**config.mk**
```make
export PLATFORM = sky130hd
export DESIGN_NAME = jtag_ir_decoded_flat
export DESIGN_NICKNAME = d
export VERILOG_FILES = /design/src/rtl/jtag_ir_decoded_if.sv /design/src/rtl/jtag_ir_decoded.sv /design/src/flat_wrapper.sv
export SDC_FILE = /design/constraint.sdc
export NUM_CORES = 1
export LEC_CHECK = 0
export CORE_MARGIN = 4
export CORE_UTILIZATION = 53
export DETAILED_ROUTE_END_ITERATION = 12
export DONT_BUFFER_PORTS = 1
export PLACE_DENSITY = 0.71
export SYNTH_ARGS = -nofsm -noshare
export SYNTH_HDL_FRONTEND = slang
export SYNTH_SLANG_ARGS = --single-unit
```
**constraint.sdc**
```tcl
create_clock -name TCK -period 1.5 [get_ports TCK]
set_clock_uncertainty 0.1 [all_clocks]
set_input_delay 0.225 -clock TCK [delete_from_list [all_inputs] [get_ports TCK]]
set_output_delay 0.225 -clock TCK [all_outputs]
set_load 0.05 [all_outputs]
```
**src/rtl/jtag_ir_decoded_if.sv**
```systemverilog
// Signal bundle between the TAP controller and the JTAG instruction register.
// master: TAP side (strobes, TDI, status). slave: IR side (SO, IR, selects, errors).
interface jtag_ir_decoded_if #(
   parameter int IR_LENGTH = 5
);
   logic                 Test_Logic_Reset;
   logic                 Capture_IR;
   logic                 Shift_IR;
   logic                 Update_IR;
   logic                 TDI;
   logic [IR_LENGTH-3:0] IR_STATUS;
   logic                 SO_IR_OUT;
   logic [IR_LENGTH-1:0] IR_OUT;
   logic                 SEL_IDCODE;
   logic                 SEL_EXTEST;
   logic                 SEL_SAMPLE;
   logic                 SEL_BYPASS;
   logic                 IR_LEN_ERR;
   logic                 IR_PAR_ERR;

   modport master (
      output Test_Logic_Reset, Capture_IR, Shift_IR, Update_IR,
      output TDI, IR_STATUS,
      input  SO_IR_OUT, IR_OUT,
      input  SEL_IDCODE, SEL_EXTEST, SEL_SAMPLE, SEL_BYPASS,
      input  IR_LEN_ERR, IR_PAR_ERR
   );

   modport slave (
      input  Test_Logic_Reset, Capture_IR, Shift_IR, Update_IR,
      input  TDI, IR_STATUS,
      output SO_IR_OUT, IR_OUT,
      output SEL_IDCODE, SEL_EXTEST, SEL_SAMPLE, SEL_BYPASS,
      output IR_LEN_ERR, IR_PAR_ERR
   );
endinterface

```
**src/rtl/jtag_ir_decoded.sv**
```systemverilog
// JTAG instruction register: capture/shift/update, length check, one-hot decode.
// Ports: TCK, TRST (async low), bus (slave). Optional macro: JTAG_IR_PARITY_EN.
module jtag_ir_decoded #(
   parameter int                   IR_LENGTH  = 5,
   parameter logic [IR_LENGTH-1:0] IDCODE_OPC = IR_LENGTH'(1),
   parameter logic [IR_LENGTH-1:0] EXTEST_OPC = IR_LENGTH'(0),
   parameter logic [IR_LENGTH-1:0] SAMPLE_OPC = IR_LENGTH'(2),
   parameter logic [IR_LENGTH-1:0] BYPASS_OPC = '1
) (
   input logic              TCK,
   input logic              TRST,
   jtag_ir_decoded_if.slave bus
);
`ifdef JTAG_IR_PARITY_EN
   localparam int SW = IR_LENGTH + 1;
`else
   localparam int SW = IR_LENGTH;
`endif
   localparam int CW = $clog2(SW + 1);
   localparam logic [CW-1:0] TGT = CW'(SW);
   localparam logic [IR_LENGTH-1:0] CAP_RST =
      {{(IR_LENGTH-2){1'b0}}, 2'b01};

   logic [SW-1:0]        sr;
   logic [SW-1:0]        sr_rst;
   logic [SW-1:0]        cap_val;
   logic [IR_LENGTH-1:0] cap_op;
   logic [IR_LENGTH-1:0] ur;
   logic [CW-1:0]        cnt;
   logic                 len_err;
   logic                 sel_id, sel_ex, sel_sa, sel_by;

   assign cap_op = {bus.IR_STATUS, 2'b01};

`ifdef JTAG_IR_PARITY_EN
   // Parity bit sits below the opcode so it is the last bit shifted in.
   logic par_err;
   assign sr_rst  = {CAP_RST, ^CAP_RST};
   assign cap_val = {cap_op, ^cap_op};
`else
   assign sr_rst  = CAP_RST;
   assign cap_val = cap_op;
`endif

   always_ff @(posedge TCK or negedge TRST) begin
      if (!TRST) begin
         sr      <= sr_rst;
         ur      <= IDCODE_OPC;
         cnt     <= '0;
         len_err <= 1'b0;
`ifdef JTAG_IR_PARITY_EN
         par_err <= 1'b0;
`endif
      end else if (bus.Test_Logic_Reset) begin
         sr  <= sr_rst;
         ur  <= IDCODE_OPC;
         cnt <= '0;
      end else if (bus.Capture_IR) begin
         sr  <= cap_val;
         cnt <= '0;
      end else if (bus.Shift_IR) begin
         sr <= {sr[SW-2:0], bus.TDI};
         if (cnt != TGT)
            cnt <= cnt + 1'b1;
      end else if (bus.Update_IR) begin
         cnt <= '0;
         if (cnt == TGT) begin
`ifdef JTAG_IR_PARITY_EN
            if (^sr) begin
               ur      <= BYPASS_OPC;
               par_err <= 1'b1;
            end else begin
               ur <= sr[SW-1 -: IR_LENGTH];
            end
`else
            ur <= sr;
`endif
         end else begin
            len_err <= 1'b1;
         end
      end
   end

   // Unmatched opcodes fall to BYPASS so exactly one select is high.
   always_comb begin
      sel_id = 1'b0;
      sel_ex = 1'b0;
      sel_sa = 1'b0;
      sel_by = 1'b0;
      unique case (1'b1)
         (ur == IDCODE_OPC): sel_id = 1'b1;
         (ur == EXTEST_OPC): sel_ex = 1'b1;
         (ur == SAMPLE_OPC): sel_sa = 1'b1;
         default:            sel_by = 1'b1;
      endcase
   end

   assign bus.SO_IR_OUT  = sr[SW-1];
   assign bus.IR_OUT     = ur;
   assign bus.SEL_IDCODE = sel_id;
   assign bus.SEL_EXTEST = sel_ex;
   assign bus.SEL_SAMPLE = sel_sa;
   assign bus.SEL_BYPASS = sel_by;
   assign bus.IR_LEN_ERR = len_err;
`ifdef JTAG_IR_PARITY_EN
   assign bus.IR_PAR_ERR = par_err;
`else
   assign bus.IR_PAR_ERR = 1'b0;
`endif
endmodule

```
**src/flat_wrapper.sv**
```systemverilog
// flat-port wrapper written by rule: the top's interface ports become plain ports
module jtag_ir_decoded_flat 
#(
   parameter int                   IR_LENGTH  = 5,
   parameter logic [IR_LENGTH-1:0] IDCODE_OPC = IR_LENGTH'(1),
   parameter logic [IR_LENGTH-1:0] EXTEST_OPC = IR_LENGTH'(0),
   parameter logic [IR_LENGTH-1:0] SAMPLE_OPC = IR_LENGTH'(2),
   parameter logic [IR_LENGTH-1:0] BYPASS_OPC = '1
)
  (TCK, TRST, bus_Test_Logic_Reset, bus_Capture_IR, bus_Shift_IR, bus_Update_IR, bus_TDI, bus_IR_STATUS, bus_SO_IR_OUT, bus_IR_OUT, bus_SEL_IDCODE, bus_SEL_EXTEST, bus_SEL_SAMPLE, bus_SEL_BYPASS, bus_IR_LEN_ERR, bus_IR_PAR_ERR);
  jtag_ir_decoded_if #(.IR_LENGTH(IR_LENGTH)) bus_i ();
  input logic TCK;
  input logic TRST;
  input wire logic [$bits(bus_i.Test_Logic_Reset)-1:0] bus_Test_Logic_Reset;
  input wire logic [$bits(bus_i.Capture_IR)-1:0] bus_Capture_IR;
  input wire logic [$bits(bus_i.Shift_IR)-1:0] bus_Shift_IR;
  input wire logic [$bits(bus_i.Update_IR)-1:0] bus_Update_IR;
  input wire logic [$bits(bus_i.TDI)-1:0] bus_TDI;
  input wire logic [$bits(bus_i.IR_STATUS)-1:0] bus_IR_STATUS;
  output wire logic [$bits(bus_i.SO_IR_OUT)-1:0] bus_SO_IR_OUT;
  output wire logic [$bits(bus_i.IR_OUT)-1:0] bus_IR_OUT;
  output wire logic [$bits(bus_i.SEL_IDCODE)-1:0] bus_SEL_IDCODE;
  output wire logic [$bits(bus_i.SEL_EXTEST)-1:0] bus_SEL_EXTEST;
  output wire logic [$bits(bus_i.SEL_SAMPLE)-1:0] bus_SEL_SAMPLE;
  output wire logic [$bits(bus_i.SEL_BYPASS)-1:0] bus_SEL_BYPASS;
  output wire logic [$bits(bus_i.IR_LEN_ERR)-1:0] bus_IR_LEN_ERR;
  output wire logic [$bits(bus_i.IR_PAR_ERR)-1:0] bus_IR_PAR_ERR;
  assign bus_i.Test_Logic_Reset = bus_Test_Logic_Reset;
  assign bus_i.Capture_IR = bus_Capture_IR;
  assign bus_i.Shift_IR = bus_Shift_IR;
  assign bus_i.Update_IR = bus_Update_IR;
  assign bus_i.TDI = bus_TDI;
  assign bus_i.IR_STATUS = bus_IR_STATUS;
  assign bus_SO_IR_OUT = bus_i.SO_IR_OUT;
  assign bus_IR_OUT = bus_i.IR_OUT;
  assign bus_SEL_IDCODE = bus_i.SEL_IDCODE;
  assign bus_SEL_EXTEST = bus_i.SEL_EXTEST;
  assign bus_SEL_SAMPLE = bus_i.SEL_SAMPLE;
  assign bus_SEL_BYPASS = bus_i.SEL_BYPASS;
  assign bus_IR_LEN_ERR = bus_i.IR_LEN_ERR;
  assign bus_IR_PAR_ERR = bus_i.IR_PAR_ERR;
  jtag_ir_decoded #(.IR_LENGTH(IR_LENGTH), .IDCODE_OPC(IDCODE_OPC), .EXTEST_OPC(EXTEST_OPC), .SAMPLE_OPC(SAMPLE_OPC), .BYPASS_OPC(BYPASS_OPC)) u_core (.TCK(TCK), .TRST(TRST), .bus(bus_i));
endmodule
```
==> results of run 1 <==
stage by stage:
| stage | hold slack, ps | area (µm²) | std cells | TNS, ps | power (µW) |
|---|---|---|---|---|---|
| 2_1_floorplan | -171 | 793 | 70 | -838 | 461 |
| 4_1_cts | 1.39 | 1020 | 105 | -1240 | 758 |
| 6_report | -3.51 | 1040 | 105 | -1220 | 763 |
| 3_5_place_dp | -170 | 908 | 93 | -39.0 | 456 |
| 3_3_place_gp | -170 | 908 | 93 | -21.0 | 455 |
| 5_1_grt | 2.30 | 1040 | 105 | -1420 | 787 |
final cells by class:
cell class	instances	area share [%]
clock buffers	4	3.49
flip-flops and latches	14	34.3
inverters	4	1.44
repair buffers	20	20.3
multi-input cells	48	38.7
well taps	15	1.80
power by group through the flow:
stage          Sequential (µW)  Clock, µW  Combinational (µW)
3_5_place_dp               407          0                48.4
2_1_floorplan              411          0                49.6
4_1_cts                    400        279                79.0
6_report                   401        279                82.6
5_1_grt                    402        296                89.0
3_3_place_gp               407          0                47.6
flip-flops by register name (all words and copies together) (netlist names):
| name | flops |
|---|---|
| u_core.cnt | 3 |
| u_core.bus.IR_LEN_ERR | 1 |
| u_core.bus.IR_OUT | 5 |
| u_core.sr | 5 |
worst paths after layout:
check	startpoint	endpoint
worst max-delay path	u_core.bus.IR_OUT[4]	bus_SEL_SAMPLE
min in group asynchronous	TRST	u_core.sr[3]
worst max register to register	u_core.cnt[1]	u_core.bus.IR_OUT[1]
max in group asynchronous	TRST	u_core.bus.IR_OUT[3]
worst min-delay path	bus_Test_Logic_Reset	u_core.sr[0]
worst min register to register	u_core.sr[0]	u_core.bus.IR_OUT[0]
cell usage after synthesis, drive strengths merged, types with 2 or more instances:
cell / n
nand2: 8
a21oi: 4
nor2b: 2
nor3: 3
nand3b: 2
mux2: 3
a21o: 2
or3: 2
nand4: 2
dfrtp: 12
a311oi: 2
dfstp: 2
ha: 2
inv: 4
buf: 4
a22o: 4
routing by layer:
metal | GRT usage [%] | vias to the layer above | part of all wire, %
met5 | 0 | - | 0
met4 | 8.77 | 0 | 1.7
met3 | 4.35 | 5 | 5.4
met2 | 37.6 | 21 | 54
met1 | 24.4 | 318 | 38
li1 | - | 297 | -
critical path, stage by stage (launching register included):
cell                      delay [ps]
sky130_fd_sc_hd__dfrtp_2         410
sky130_fd_sc_hd__or3_4           440
sky130_fd_sc_hd__nor3b_4         230
sky130_fd_sc_hd__buf_12          160
timing repair:
action | CTS | global route
buffers inserted | 0 | 0
endpoints found under the hold margin | 22 | 0
hold buffers | 8 | 0
resized for setup | 0 | 4
gates cloned | 0 | 0
setup endpoints to repair | 4 | 11
pin swaps | 0 | 1
logic make-up after synthesis:
group	after synthesis	synth area share [%]
compound gates	16	16.9
fa+ha+maj	2	3.34
buf+inv	8	6.18
flops	14	47.1
mux	4	5.84
other cells	1	0.500
simple gates	25	20.2
==> run_results.csv, run 1 <==
group,metric,value,unit
sta,slew_viol_final,0,
place,routabilityCongestion,0.708,
finish,regArea,357,µm²
sta,fin_ws,-354,ps
sta,min_period_over_period,124,%
outcome,outcome,"finished, violations left",
die,initial_core_util,56.9,%
die,core_region_area,1320,µm²
run,drv.max_cap_violation_count,0,
power_and_ir_drop,pwr-share-comb,10.8,%
drt,vias,641,
synthesis,yosysTopAreaCellShare,40.1,%
power_and_ir_drop,cellLeakagePower,0.000465,µW
setup_path,worstPathArrival,1530,ps
place,hpwlAfterDp,1140,µm
synthesis,synth.ff_latch_count,14,
sta,timing.final.hold_violations,1,
synthesis,ys.flop_type,"sky130_fd_sc_hd__dfrtp_1",
synthesis,synth_largest_area_cell,"sky130_fd_sc_hd__dfrtp_1",
setup_path,worst_ep_required,1170,ps
hold_path,min_path_type,"in -> reg",
synthesis,post_synth_edffs,0,
sta,finalHoldWorstSlack,-3.51,ps
setup_path,worst_r2r_path_depth,5,
power_and_ir_drop,power_density,733,nW/µm²
power_and_ir_drop,power_switching_share,24.9,%
sta,min_tclk_post_route,1850,ps
finish,multi_input_comb_area,403,µm²
power_and_ir_drop,seqPwrFrac,52.6,%
grt,initial_antenna_violation_count,0,
place,io_buffers,0,
cts,cts-root-buf,"sky130_fd_sc_hd__clkbuf_4",
outcome,failing_checks,"negative hold slack, negative setup slack",
drt,drt-total-wl,1940,µm
setup_path,criticalPathCategory,"reg -> out",
setup_path,startpoint_type,"flop",
synthesis,post_synth_num_cell_types,31,
synthesis,synth_warnings,0,
setup_path,worst-path-max-fanout,4,
synthesis,synthTopCellsByArea,"sky130_fd_sc_hd__dfrtp_1 40%, sky130_fd_sc_hd__dfstp_2 7.0%, sky130_fd_sc_hd__a22o_2 5.3%",
drt,routed_via_density,6.10,
grt,global_route.overflow_total,0,
sta,worstMarginPinSlew,652,ps
cts,cts_buf_count,3,
cts,tritoncts,"built",
finish,antenna-diode-count,0,
die,io_pins,22,
place,dp_worst_setup_slack,-39.0,ps
die,die_area,2080,µm²
drt,detail_route.iter0.violations,19,
synthesis,postSynthCellCount,70,
setup_path,cp-end-kind,"primary output",
synthesis,synthArstFlopShare,100,%
cts,cts.sinks,14,
drt,avgRoutedWirePerCell,18.5,µm
sta,setup_repair_after_global_routing_missed_its_margin,"true",
finish,finish.utilization,79.0,%
synthesis,mappedNetlistNets,82,
synthesis,post_synth.cell_area_avg,10.7,µm²
synthesis,synth_area,749,µm²
finish,areaGrowthSynthToFinish,38.9,%
drt,drtPass1Iterations,4,
grt,grt_pass1_vias,661,
finish,finalNetCount,103,
sta,maxClockFrequency,539,MHz
synthesis,sequential_element_share_of_the_synthesized_area,47.1,%
drt,antenna_left,0,
power_and_ir_drop,peakVddDrop,577,µV
cts,max-clock-path-buffers,2,
sta,finalSetupViolCount,4,
power_and_ir_drop,power.switching,190,µW
finish,n_fill_cell,85,
grt,wire_length_of_the_first_global_routing_pass,3130,µm
hold_path,hold-path-cell-count,2,
cts,clock_latency,290,ps
die,die_x,45.6,µm
cts,worst_setup_hold_path_clk_slew,90,ps
finish,layout.cells.most_common_list,"9 x sky130_fd_sc_hd__dfrtp_1, 8 x sky130_fd_sc_hd__nand2_1, 8 x sky130_fd_sc_hd__dlygate4sd3_1, 8 x sky130_fd_sc_hd__buf_4, 4 x sky130_fd_sc_hd__a22o_2",
die,die_y,45.6,µm
sta,maxSlewHeadroom,56.4,%
finish,final_common_cell,"sky130_fd_sc_hd__dfrtp_1",
die,core.rowCount,13,
grt,grtUsageTotal,21.2,%
power_and_ir_drop,p_clk_share,36.6,%
cts,ctsHtreeMaxLevel,1,
finish,drive_gt1_share,42.2,%
drt,drc,0,
power_and_ir_drop,cell_internal_pwr,573,µW
grt,pin_count_of_the_biggest_net_entering_global_routing,15,
setup_path,ff2ff_setup_slack,50,ps
Power figures use the tool's default switching activity.
==> run 2: changes to the inputs <==
--- a/config.mk
+++ b/config.mk
@@ -9,7 +9,7 @@
 export CORE_UTILIZATION = 53
 export DETAILED_ROUTE_END_ITERATION = 12
 export DONT_BUFFER_PORTS = 1
-export PLACE_DENSITY = 0.71
+export PLACE_DENSITY = 0.75
 export SYNTH_ARGS = -nofsm -noshare
 export SYNTH_HDL_FRONTEND = slang
 export SYNTH_SLANG_ARGS = --single-unit
==> run_results.csv, run 2 (same netlist as run 1, synthesis figures left out) <==
group,metric,value,unit
outcome,outcome,"finished, violations left",
outcome,failing_checks,"negative setup slack",
place,routabilityCongestion,0.755,
sta,fin_tns_setup,-1210,ps
sta,finalSetupViolCount,4,
finish,antenna-diode-count,0,
die,core_region_area,1320,µm²
grt,initial_antenna_violation_count,0,
finish,final_common_cell,"sky130_fd_sc_hd__dfrtp_1",
setup_path,criticalPathCategory,"reg -> out",
power_and_ir_drop,peakVddDrop,606,µV
cts,clock_latency,280,ps
die,die_area,2080,µm²
setup_path,crit-reg2reg-launch,"u_core.cnt[1]",
setup_path,worst-path-max-fanout,4,
power_and_ir_drop,cellLeakagePower,0.000456,µW
setup_path,startpoint_type,"flop",
hold_path,min_path_type,"in -> reg",
sta,worstMarginPinSlew,629,ps
grt,global_route.overflow_total,0,
sta,finalHoldWorstSlack,1.44,ps
run,drv.max_cap_violation_count,0,
die,die_x,45.6,µm
place,hpwlAfterDp,1190,µm
setup_path,cp-end-kind,"primary output",
finish,layout.cells.most_common_list,"9 x sky130_fd_sc_hd__dfrtp_1, 8 x sky130_fd_sc_hd__nand2_1, 8 x sky130_fd_sc_hd__buf_4",
sta,slew_viol_final,0,
finish,finalNetCount,102,
cts,cts-root-buf,"sky130_fd_sc_hd__clkbuf_4",
sta,maxClockFrequency,539,MHz
die,core.rowCount,13,
cts,ctsHtreeMaxLevel,1,
finish,drive_gt1_share,41.6,%
drt,drtPass1Iterations,4,
hold_path,worst_hold_startpoint,"bus_Test_Logic_Reset",
drt,drc,0,
cts,cts.sinks,14,
drt,routed_via_density,5.85,
sta,fin_ws,-354,ps
drt,drt-total-wl,1640,µm
finish,areaGrowthSynthToFinish,37.2,%
sta,timing.final.hold_violations,0,
setup_path,worst_ep_required,1170,ps
power_and_ir_drop,power_density,681,nW/µm²
cts,cts_buf_count,3,
grt,grt_pass1_vias,615,
cts,max-clock-path-buffers,2,
grt,wire_length_of_the_first_global_routing_pass,2750,µm
place,io_buffers,0,
cts,cts_setup_buffers,0,
die,io_pins,22,
cts,tritoncts,"built",
sta,min_tclk_post_route,1850,ps
grt,pin_count_of_the_biggest_net_entering_global_routing,15,
setup_path,worstPathArrival,1530,ps
setup_path,worstSetupStartpoint,"u_core.bus.IR_OUT[4]",
die,die_y,45.6,µm
sta,maxSlewHeadroom,58.0,%
drt,detail_route.iter0.violations,5,
cts,worst_setup_hold_path_clk_slew,80,ps
sta,min_period_over_period,124,%
die,initial_core_util,56.9,%
drt,antenna_left,0,
sta,setup_repair_after_global_routing_missed_its_margin,"true",
drt,vias,608,
grt,grtUsageTotal,19.0,%
drt,avgRoutedWirePerCell,15.8,µm
-- run 2: final cells by class --
cell class | instances | area (µm²)
sequential | 14 | 357
clock buffer | 4 | 26.3
tap | 15 | 18.8
timing repair buffer | 19 | 201
fill | 84 | 289
inverter | 4 | 15.0
multi-input combinational | 48 | 410
-- run 2: metal layers --
layer  vias up  routed length [µm]  track usage, %
li1        295                   -               -
met1       288                 622            21.4
met2        21                 879            34.3
met3         4                 114            3.16
met4         0                  24            8.77
met5         -                   0               0
-- run 2: through the flow --
stage	instances	cell area, µm²	total power [µW]	setup WS [ps]	util (%)
2_1_floorplan	70	793	461	-295	-
3_3_place_gp	93	908	454	-17.4	68.9
3_5_place_dp	93	908	456	-48.3	68.9
4_1_cts	104	1000	703	-363	76.3
5_1_grt	104	1030	735	-399	78.1
6_report	104	1030	700	-354	78.1
-- run 2: worst paths after layout --
| path | cells past startpoint | end | slack [ps] |
|---|---|---|---|
| worst max-delay path | 3 | bus_SEL_SAMPLE | -350 |
| worst min-delay path | 2 | u_core.sr[0] | 1 |
| worst max register to register | 5 | u_core.bus.IR_OUT[1] | 60 |
| worst min register to register | 2 | u_core.bus.IR_OUT[0] | 400 |
| max in group asynchronous | 1 | u_core.bus.IR_OUT[2] | 570 |
| min in group asynchronous | 1 | u_core.sr[4] | 300 |
-- run 2: report_power, final --
| part | leakage [µW] | switching [µW] | internal, µW |
|---|---|---|---|
| Sequential | 0.000176 | 13.4 | 388 |
| Combinational | 0.000266 | 42.1 | 35.8 |
| Clock | 0.0000150 | 118 | 103 |
-- run 2: repair_timing --
action                                 4_1_cts  5_1_grt
hold buffers                                 7        0
resized for setup                            0        5
gates cloned                                 0        0
setup endpoints to repair                    4       10
endpoints found under the hold margin       22        0
pin swaps                                    0        2
-- run 2: critical path, cell delays in order, from the launching register on --
cell,delay (ps)
sky130_fd_sc_hd__dfrtp_2,410
sky130_fd_sc_hd__or3_4,440
sky130_fd_sc_hd__nor3b_4,230
sky130_fd_sc_hd__buf_12,160
